===== src/rtl/riscv_mem_sched.sv =====
// riscv_mem_sched: arbitrates the I$ and D$ miss ports onto one tagged memory
// request port and tracks in-flight requests per requester.
// Optional build macro RISCV_MEM_SCHED_ANTISTARVE_EN adds a D$ starvation
// counter that lets a waiting D$ request override the fixed I$ priority.
`ifndef MEM_ADDR_BITS
`define MEM_ADDR_BITS 32
`endif
`ifndef MEM_TAG_BITS
`define MEM_TAG_BITS 4
`endif

module riscv_mem_sched #(
    parameter int unsigned MAX_OUTST    = 2,
    parameter int unsigned STARVE_LIMIT = 4
) (
    input  logic                      clk,
    input  logic                      reset_n,
    input  logic                      ic_mem_req_valid,
    output logic                      ic_mem_req_ready,
    input  logic [`MEM_ADDR_BITS-1:0] ic_mem_req_addr,
    output logic                      ic_mem_resp_valid,
    input  logic                      dc_mem_req_valid,
    output logic                      dc_mem_req_ready,
    input  logic                      dc_mem_req_rw,
    input  logic [`MEM_ADDR_BITS-1:0] dc_mem_req_addr,
    output logic                      dc_mem_resp_valid,
    output logic                      mem_req_valid,
    input  logic                      mem_req_ready,
    output logic                      mem_req_rw,
    output logic [`MEM_ADDR_BITS-1:0] mem_req_addr,
    output logic [`MEM_TAG_BITS-1:0]  mem_req_tag,
    input  logic                      mem_resp_valid,
    input  logic [`MEM_TAG_BITS-1:0]  mem_resp_tag,
    output logic                      sched_err
);

    localparam int unsigned TW = `MEM_TAG_BITS;
    localparam int unsigned CW = 3;
    localparam logic [CW-1:0] MAX_CNT = CW'(MAX_OUTST);
    localparam logic [TW-1:0] TAG_IC  = TW'(0);
    localparam logic [TW-1:0] TAG_DC  = TW'(1);

    // Reject parameter values outside the supported range at elaboration.
    if (MAX_OUTST < 1 || MAX_OUTST > 7) begin : g_bad_outst
        $error("MAX_OUTST out of range 1..7");
    end
    if (STARVE_LIMIT < 1 || STARVE_LIMIT > 15) begin : g_bad_starve
        $error("STARVE_LIMIT out of range 1..15");
    end

    typedef enum logic [1:0] {
        IDLE    = 2'd0,
        HOLD_IC = 2'd1,
        HOLD_DC = 2'd2
    } state_t;

    state_t        state;
    state_t        state_nxt;
    logic [CW-1:0] ic_cnt;
    logic [CW-1:0] dc_cnt;
    logic          ic_elig;
    logic          dc_elig;
    logic          dc_starved;
    logic          grant_ic;
    logic          grant_dc;
    logic          ic_hs;
    logic          dc_hs;
    logic          ic_rsp;
    logic          dc_rsp;

    assign ic_elig = ic_mem_req_valid && (ic_cnt < MAX_CNT);
    assign dc_elig = dc_mem_req_valid && (dc_cnt < MAX_CNT);

`ifdef RISCV_MEM_SCHED_ANTISTARVE_EN
    localparam int unsigned SW = 4;
    localparam logic [SW-1:0] STARVE_MAX = SW'(STARVE_LIMIT);
    logic [SW-1:0] starve_cnt;

    // Count cycles an eligible D$ request is passed over; saturate at the limit.
    always_ff @(posedge clk or negedge reset_n) begin
        if (!reset_n) begin
            starve_cnt <= '0;
        end else if (dc_hs) begin
            starve_cnt <= '0;
        end else if (dc_elig && (starve_cnt < STARVE_MAX)) begin
            starve_cnt <= starve_cnt + SW'(1);
        end
    end

    assign dc_starved = (starve_cnt >= STARVE_MAX);
`else
    assign dc_starved = 1'b0;
`endif

    // Grant selection and next state; a held grant is never re-arbitrated.
    always_comb begin
        grant_ic  = 1'b0;
        grant_dc  = 1'b0;
        state_nxt = state;
        case (state)
            IDLE: begin
                if (dc_elig && dc_starved) begin
                    grant_dc = 1'b1;
                end else if (ic_elig) begin
                    grant_ic = 1'b1;
                end else if (dc_elig) begin
                    grant_dc = 1'b1;
                end
                if (!mem_req_ready) begin
                    if (grant_ic) begin
                        state_nxt = HOLD_IC;
                    end else if (grant_dc) begin
                        state_nxt = HOLD_DC;
                    end
                end
            end
            HOLD_IC: begin
                grant_ic = ic_mem_req_valid;
                if (!ic_mem_req_valid || mem_req_ready) begin
                    state_nxt = IDLE;
                end
            end
            HOLD_DC: begin
                grant_dc = dc_mem_req_valid;
                if (!dc_mem_req_valid || mem_req_ready) begin
                    state_nxt = IDLE;
                end
            end
            default: state_nxt = IDLE;
        endcase
        grant_ic = grant_ic & reset_n;
        grant_dc = grant_dc & reset_n;
    end

    // Arbiter state register.
    always_ff @(posedge clk or negedge reset_n) begin
        if (!reset_n) begin
            state <= IDLE;
        end else begin
            state <= state_nxt;
        end
    end

    assign mem_req_valid     = grant_ic | grant_dc;
    assign mem_req_rw        = grant_dc & dc_mem_req_rw;
    assign mem_req_addr      = grant_dc ? dc_mem_req_addr : ic_mem_req_addr;
    assign mem_req_tag       = grant_dc ? TAG_DC : TAG_IC;
    assign ic_mem_req_ready  = mem_req_ready & grant_ic;
    assign dc_mem_req_ready  = mem_req_ready & grant_dc;
    assign ic_hs             = ic_mem_req_ready;
    assign dc_hs             = dc_mem_req_ready;
    assign ic_rsp            = mem_resp_valid && (mem_resp_tag == TAG_IC);
    assign dc_rsp            = mem_resp_valid && (mem_resp_tag == TAG_DC);
    assign ic_mem_resp_valid = ic_rsp;
    assign dc_mem_resp_valid = dc_rsp;

    // In-flight counters; a simultaneous issue and return cancel out.
    always_ff @(posedge clk or negedge reset_n) begin
        if (!reset_n) begin
            ic_cnt <= '0;
            dc_cnt <= '0;
        end else begin
            if (ic_hs && !ic_rsp) begin
                ic_cnt <= ic_cnt + CW'(1);
            end else if (ic_rsp && !ic_hs && (ic_cnt != '0)) begin
                ic_cnt <= ic_cnt - CW'(1);
            end
            if (dc_hs && !dc_rsp) begin
                dc_cnt <= dc_cnt + CW'(1);
            end else if (dc_rsp && !dc_hs && (dc_cnt != '0)) begin
                dc_cnt <= dc_cnt - CW'(1);
            end
        end
    end

    // Sticky flag for a response that no request accounts for.
    always_ff @(posedge clk or negedge reset_n) begin
        if (!reset_n) begin
            sched_err <= 1'b0;
        end else if ((ic_rsp && (ic_cnt == '0)) || (dc_rsp && (dc_cnt == '0))) begin
            sched_err <= 1'b1;
        end
    end

endmodule


===== config.mk =====
export PLATFORM = sky130hd
export DESIGN_NAME = riscv_mem_sched
export DESIGN_NICKNAME = d
export VERILOG_FILES = /design/src/rtl/riscv_mem_sched.sv
export SDC_FILE = /design/constraint.sdc
export NUM_CORES = 1
export LEC_CHECK = 0
export BUFFER_PORTS_ARGS = -buffer_cell sky130_fd_sc_hd__buf_4
export CORE_ASPECT_RATIO = 1.2
export CORE_MARGIN = 1.5
export CORE_UTILIZATION = 38
export DETAILED_ROUTE_END_ITERATION = 10
export GPL_TIMING_DRIVEN = 0
export PLACE_DENSITY = 0.86
export SYNTH_ARGS = -nofsm -noshare
export SYNTH_HDL_FRONTEND = slang
export SYNTH_SLANG_ARGS = --single-unit
export TNS_END_PERCENT = 5

===== constraint.sdc =====
create_clock -name clk -period 7.4 [get_ports clk]
set_clock_uncertainty 0.1 [all_clocks]
set_input_delay 1.48 -clock clk [delete_from_list [all_inputs] [get_ports clk]]
set_output_delay 1.48 -clock clk [all_outputs]
set_load 0.01 [all_outputs]

# [Word-level counts from Yosys, hierarchy flattened]
# Index checks and enable logic that the tools add are counted.
# W data, S select, Z words.
[op_classes] add_sub_neg=4 div=0 n_eq_ne=7 mul=0 n_reduce_logical=30 mux=19 n_shift=0 magnitude_cmp=2 n_bitwise=6
[ops] cell="$mux W32" n=1
[ops] cell="$logic_and A1 B1 Y1" n=12
[ops] cell="$mux W3" n=4
[ops] cell="$mux W2" n=5
[ops] cell="$add A3 B1 Y3 const B" n=2
[ops] cell="$logic_not A1 Y1" n=6
[ops] cell="$logic_not A3 Y1" n=2
[ops] cell="$lt A3 B2 Y1 const B" n=2
[ops] cell="$mux W1" n=6
[ops] cell="$ne A2 B2 Y1 const B" n=3
[ops] cell="$pmux W2 S3" n=1
[ops] cell="$reduce_bool A3 Y1" n=2
[ops] cell="$sub A3 B1 Y3 const B" n=2
[ops] cell="$and A1 B1 Y1" n=5
[ops] cell="$eq A4 B1 Y1 const B" n=1
[ops] cell="$logic_not A4 Y1" n=1
[ops] cell="$pmux W1 S2" n=2
[ops] cell="$reduce_and A4 Y1" n=1
[ops] cell="$reduce_bool A2 Y1" n=2
[ops] cell="$logic_or A1 B1 Y1" n=3
[ops] cell="$ne A3 B3 Y1 const B" n=1
[ops] cell="$eq A2 B1 Y1 const B" n=1
[ops] cell="$eq A2 B2 Y1 const B" n=1
[ops] cell="$logic_not A2 Y1" n=1
[ops] cell="$or A1 B1 Y1" n=1
[word_totals] word_cells=72 ram_bits=0 regBits=9 latchBits=0 romBits=0 in_bits=75 memories=0 out_inout_bits=43

# [Logic depth before layout (Yosys ltp)]
[depth] word_depth=13 depth_mapped=9 ltp_nobuf=8

# [Worst setup path before layout]
# Ideal clock, no wire load.
[synth_timing] kind="input to output" start="input port ic_mem_req_valid" end="output port mem_req_addr[10]" n_path_buf=1 arrival_time_ns=2.601 slack_ns=3.219 cell_stages=5 t_required_ns=5.820 path_cell_list="nor4b_2 -> nor3_1 -> nand2_1 -> buf_2 -> mux2_2"
[synth_between] elab_chain_len=6
[synth_lines] item="start: declaration" line_no="18" text="input logic ic_mem_req_valid,"
[synth_lines] item="$logic_and A1 B1 Y1" line_no="71" text="assign ic_elig = ic_mem_req_valid && (ic_cnt < MAX_CNT);"
[synth_lines] item="$mux W1" line_no="104" text="end else if (ic_elig) begin"
[synth_lines] item="$mux W1" line_no="100" text="case (state)"
[synth_lines] item="$pmux W1 S2" line_no="100"
[synth_lines] item="$and A1 B1 Y1" line_no="132" text="grant_dc = grant_dc & reset_n;"
[synth_lines] item="$mux W32" line_no="146" text="assign mem_req_addr = grant_dc ? dc_mem_req_addr : ic_mem_req_addr;"
[synth_lines] item="end: declaration" line_no="30" text="output logic [`MEM_ADDR_BITS-1:0] mem_req_addr,"
# No other way between the ends. The select of a mux whose other input is x is not followed.

# [Worst setup path after layout]
[layout_timing] start="input port ic_mem_req_valid" end="output port mem_req_addr[15]"
# Same word-level chain as after synthesis.

==> run_results.csv <==
group,metric,value,unit
timing,final.hold.worst_slack,0.395,ns
floorplanning,die_width,52.6,um
power_and_ir_drop,cellLeakagePower,1.01,nW
detailed_routing,vias,1372,
worst_hold_path,hold_class,"reg -> reg",
clock_network,cts-htree-levels,1,
yosys,ys_warn_count,0,
yosys,avgSynthCellArea,9.57,sq um
yosys,post-synth-top-area-cell,"sky130_fd_sc_hd__mux2_2",
power_and_ir_drop,p_switching,0.000113,W
worst_hold_path,min_path_cells,1,
layout,layout.nets,314,
worst_setup_path,critical_path.max_stage_delay,0.38,ns
placed_design,place.detailed.hpwl,3300,um
timing,worst_pin_slew,0.500,ns
timing,max_slew_headroom,0.662,
global_routing,grt_antenna_before_repair,0,
clock_network,cts_inserted_buffers,3,
floorplanning,fp.coreArea,2790,sq um
detailed_routing,antenna_left,0,
layout,final_cell_mix,"sky130_fd_sc_hd__buf_4 (117), sky130_fd_sc_hd__mux2_2 (34), sky130_fd_sc_hd__nor2_1 (9), sky130_fd_sc_hd__dfrtp_1 (9), sky130_fd_sc_hd__nand2_1 (6)",
yosys,synth_edf_count,0,
layout,final_common_cell,"sky130_fd_sc_hd__buf_4",
worst_setup_path,reg2regPathDepth,7,
layout,layout-drive-gt1-share,0.699,
yosys,netlist_area,1120,sq um
clock_network,clock_sink_count,9,
detailed_routing,dr.first_iter.drc_count,13,
yosys,synth-main-ff-cell,"sky130_fd_sc_hd__dfrtp_1",
worst_setup_path,worstPathArrival,2.98,ns
timing,post-route-period-util,0.616,
yosys,post_synth_inst_count,117,
placed_design,numPortBuffers,113,
clock_network,cts.repair.resized,0,
detailed_routing,aggregate_routed_wire_length,3820,um
worst_hold_path,min_from,"sched_err",
timing,finalSetupViolations,0,
clock_network,hold_buffers,0,
yosys,fraction_of_synthesized_cell_area_in_xor_and_xnor_cells,0.00782,
timing,fin_tns_setup,0,ns
worst_setup_path,path_max_fanout,10,
detailed_routing,via_per_inst,5.08,
yosys,adder_cell_share_of_the_synthesized_area,0.0358,
timing,post-route-min-period,4.56,ns
floorplanning,vert_die_dim,62.5,um
yosys,synth_cell_types,42,
worst_setup_path,critical_path.endpoint_type,"output pin",
power_and_ir_drop,power.density_cell_area,144,nW/um^2
worst_hold_path,holdPathEnd,"sched_err",
timing,finalHoldViolations,0,
layout,num_antenna_cells,0,
floorplanning,floorplan.rows,21,
clock_network,clkLatencyLatePin,0.26,ns
worst_setup_path,worst-setup-path-type,"in -> out",
timing,grt_setup_unrepaired,"false",
power_and_ir_drop,internal_power,0.000181,W
global_routing,grt_use_total,0.239,
yosys,synth-seq-cells,9,
yosys,post_synthesis_compound_gate_area_fraction,0.139,
detailed_routing,wl_per_cell,14.2,um
clock_network,clock_tree_from_tritoncts,"done",
global_routing,grt_start_max_net_pins,15,
layout,syn_to_final_growth,82.6,%
power_and_ir_drop,power.share.combinational,0.535,
global_routing,via_count_of_the_first_global_routing_pass,1406,
timing,achievable-frequency,219,MHz
worst_setup_path,worst_r2r_endpoint,"dc_cnt[1]",
power_and_ir_drop,power.clock.fraction,0.134,
yosys,ys_seq_area_frac,0.201,
status,outcome,"completed",
global_routing,first_pass_grt_wire_length,6100,um
power_and_ir_drop,swShare,0.385,
clock_network,cts_clock_pin_slew_for_the_worst_setup_and_hold_paths,0.06,ns
placed_design,gp_congestion,0.733,
floorplanning,floorplan.die_area,3280,sq um
yosys,synth_mux_area_frac,0.369,
worst_setup_path,r2r_start,"dc_cnt[1]",
worst_setup_path,crit_path_frequent_cell,"sky130_fd_sc_hd__buf_4",
clock_network,clock_tree.root_cell,"sky130_fd_sc_hd__clkbuf_4",
power_and_ir_drop,vdd_ir_drop_max,104,uV
worst_setup_path,crit_slowest_cell,"sky130_fd_sc_hd__mux2_2",
yosys,simple_logic_cell_fraction_of_the_synthesized_area,0.187,
worst_setup_path,path_cells,"buf_4, nor4b_2, nor3_1, nand2_1, buf_2, mux2_2, buf_4",
worst_setup_path,timing.critical_path.from_type,"input port",
yosys,post_synth_main_area_contributors,"sky130_fd_sc_hd__mux2_2 (34%), sky130_fd_sc_hd__dfrtp_1 (20%), sky130_fd_sc_hd__fa_1 (3.6%)",
job,maxCapViolations,0,
floorplanning,initial_core_util,0.402,
yosys,asyncSetResetFlopFracSynth,1.00,
detailed_routing,detailedRoute.firstPassIterationCount,4,
yosys,synth_largest_type_area_fraction,0.342,
clock_network,post_cts.repair.setup_buffers,0,
yosys,synth_top_family_by_area,"multiplexers",
timing,report.final.slew_viol_count,0,
clock_network,clk_path_buf_depth,2,
worst_setup_path,reg2reg_setup_slack,4.63,ns
detailed_routing,drc_violations,0,
worst_setup_path,required_arrival_time_at_the_worst_endpoint,5.82,ns
global_routing,globalRouteOverflowTotal,0,
floorplanning,design.portCount,118,
power_and_ir_drop,power.sequential.fraction,0.332,
registers in the layout, indices dropped and copies added (netlist names):
register   flops
dc_cnt         3
ic_cnt         3
state          2
sched_err      1
synth_stat cells, types with 2 or more instances:
| cell | n |
|---|---|
| sky130_fd_sc_hd__dfrtp_1 | 9 |
| sky130_fd_sc_hd__buf_2 | 4 |
| sky130_fd_sc_hd__nor2b_1 | 2 |
| sky130_fd_sc_hd__nor3_1 | 3 |
| sky130_fd_sc_hd__nor2_1 | 9 |
| sky130_fd_sc_hd__and3_1 | 2 |
| sky130_fd_sc_hd__a21oi_1 | 3 |
| sky130_fd_sc_hd__nand2_1 | 6 |
| sky130_fd_sc_hd__fa_1 | 2 |
| sky130_fd_sc_hd__mux2i_1 | 3 |
| sky130_fd_sc_hd__o21ai_0 | 3 |
| sky130_fd_sc_hd__inv_1 | 3 |
| sky130_fd_sc_hd__buf_4 | 4 |
| sky130_fd_sc_hd__mux2_2 | 34 |
| sky130_fd_sc_hd__or3_1 | 2 |
| sky130_fd_sc_hd__o21bai_1 | 2 |
final cells by class:
class,instances,area (sq um)
clock buffer,4,26.3
timing repair buffer,113,848
multi-input combinational,98,837
fill,226,741
sequential,9,225
buffer,9,53.8
tap,34,42.5
inverter,3,11.3
per-layer routing:
metal	share of wire	wire, um	global-route usage
met1	0.33	1280	0.255
met2	0.56	2160	0.442
met3	0.080	304	0.0526
met4	0.021	81	0.0801
met5	0	0	0
worst max-delay path: cells and delay by family:
kind          cells  cell delay, ns
buf+inv           3            0.50
mux               1            0.38
simple gates      3            0.61
worst max-delay path by stage:
stage | cells past startpoint | start | slack (ns) | endpoint
final | 7 | ic_mem_req_valid | 2.84 | mem_req_addr[15]
after global routing | 7 | ic_mem_req_valid | 2.66 | mem_req_addr[30]
after CTS | 7 | ic_mem_req_valid | 2.82 | mem_req_addr[15]
after detailed placement | 7 | ic_mem_req_valid | 2.82 | mem_req_addr[15]
after global placement | 7 | ic_mem_req_valid | 2.85 | mem_req_addr[15]
after floorplan | 5 | ic_mem_req_valid | 3.22 | mem_req_addr[10]
power groups by stage:
| stage | registers [W] | clock network [W] | logic, W |
|---|---|---|---|
| after floorplan | 0.0000913 | 0 | 0.0000868 |
| final | 0.0000975 | 0.0000393 | 0.000157 |
| after CTS | 0.0000977 | 0.0000402 | 0.000158 |
| after detailed placement | 0.0000983 | 0 | 0.000158 |
| after global routing | 0.000103 | 0.0000430 | 0.000172 |
| after global placement | 0.0000972 | 0 | 0.000151 |
stage by stage:
step / worst slack [ns] / instance area [sq um] / total power (W) / util / std cells
after floorplan: 3.22 / 1130 / 0.000178 / - / 119
after global placement: 2.85 / 2020 / 0.000249 / 0.725 / 266
after detailed placement: 2.82 / 2020 / 0.000256 / 0.725 / 266
after CTS: 2.82 / 2040 / 0.000296 / 0.734 / 270
after global routing: 2.66 / 2040 / 0.000318 / 0.734 / 270
final: 2.84 / 2040 / 0.000294 / 0.734 / 270
cells by family (layout without fill, tap and decap cells):
kind of cell	after synthesis	count (layout)
and+or+nand+nor	35	35
muxes	37	37
adders and majority gates	2	2
other	1	3
buffers and inverters	12	129
DFF	9	9
xor gates and xnor gates	1	1
AOI/OAI and AO/OA	20	20
No activity file was read; power rests on OpenSTA's default activity.
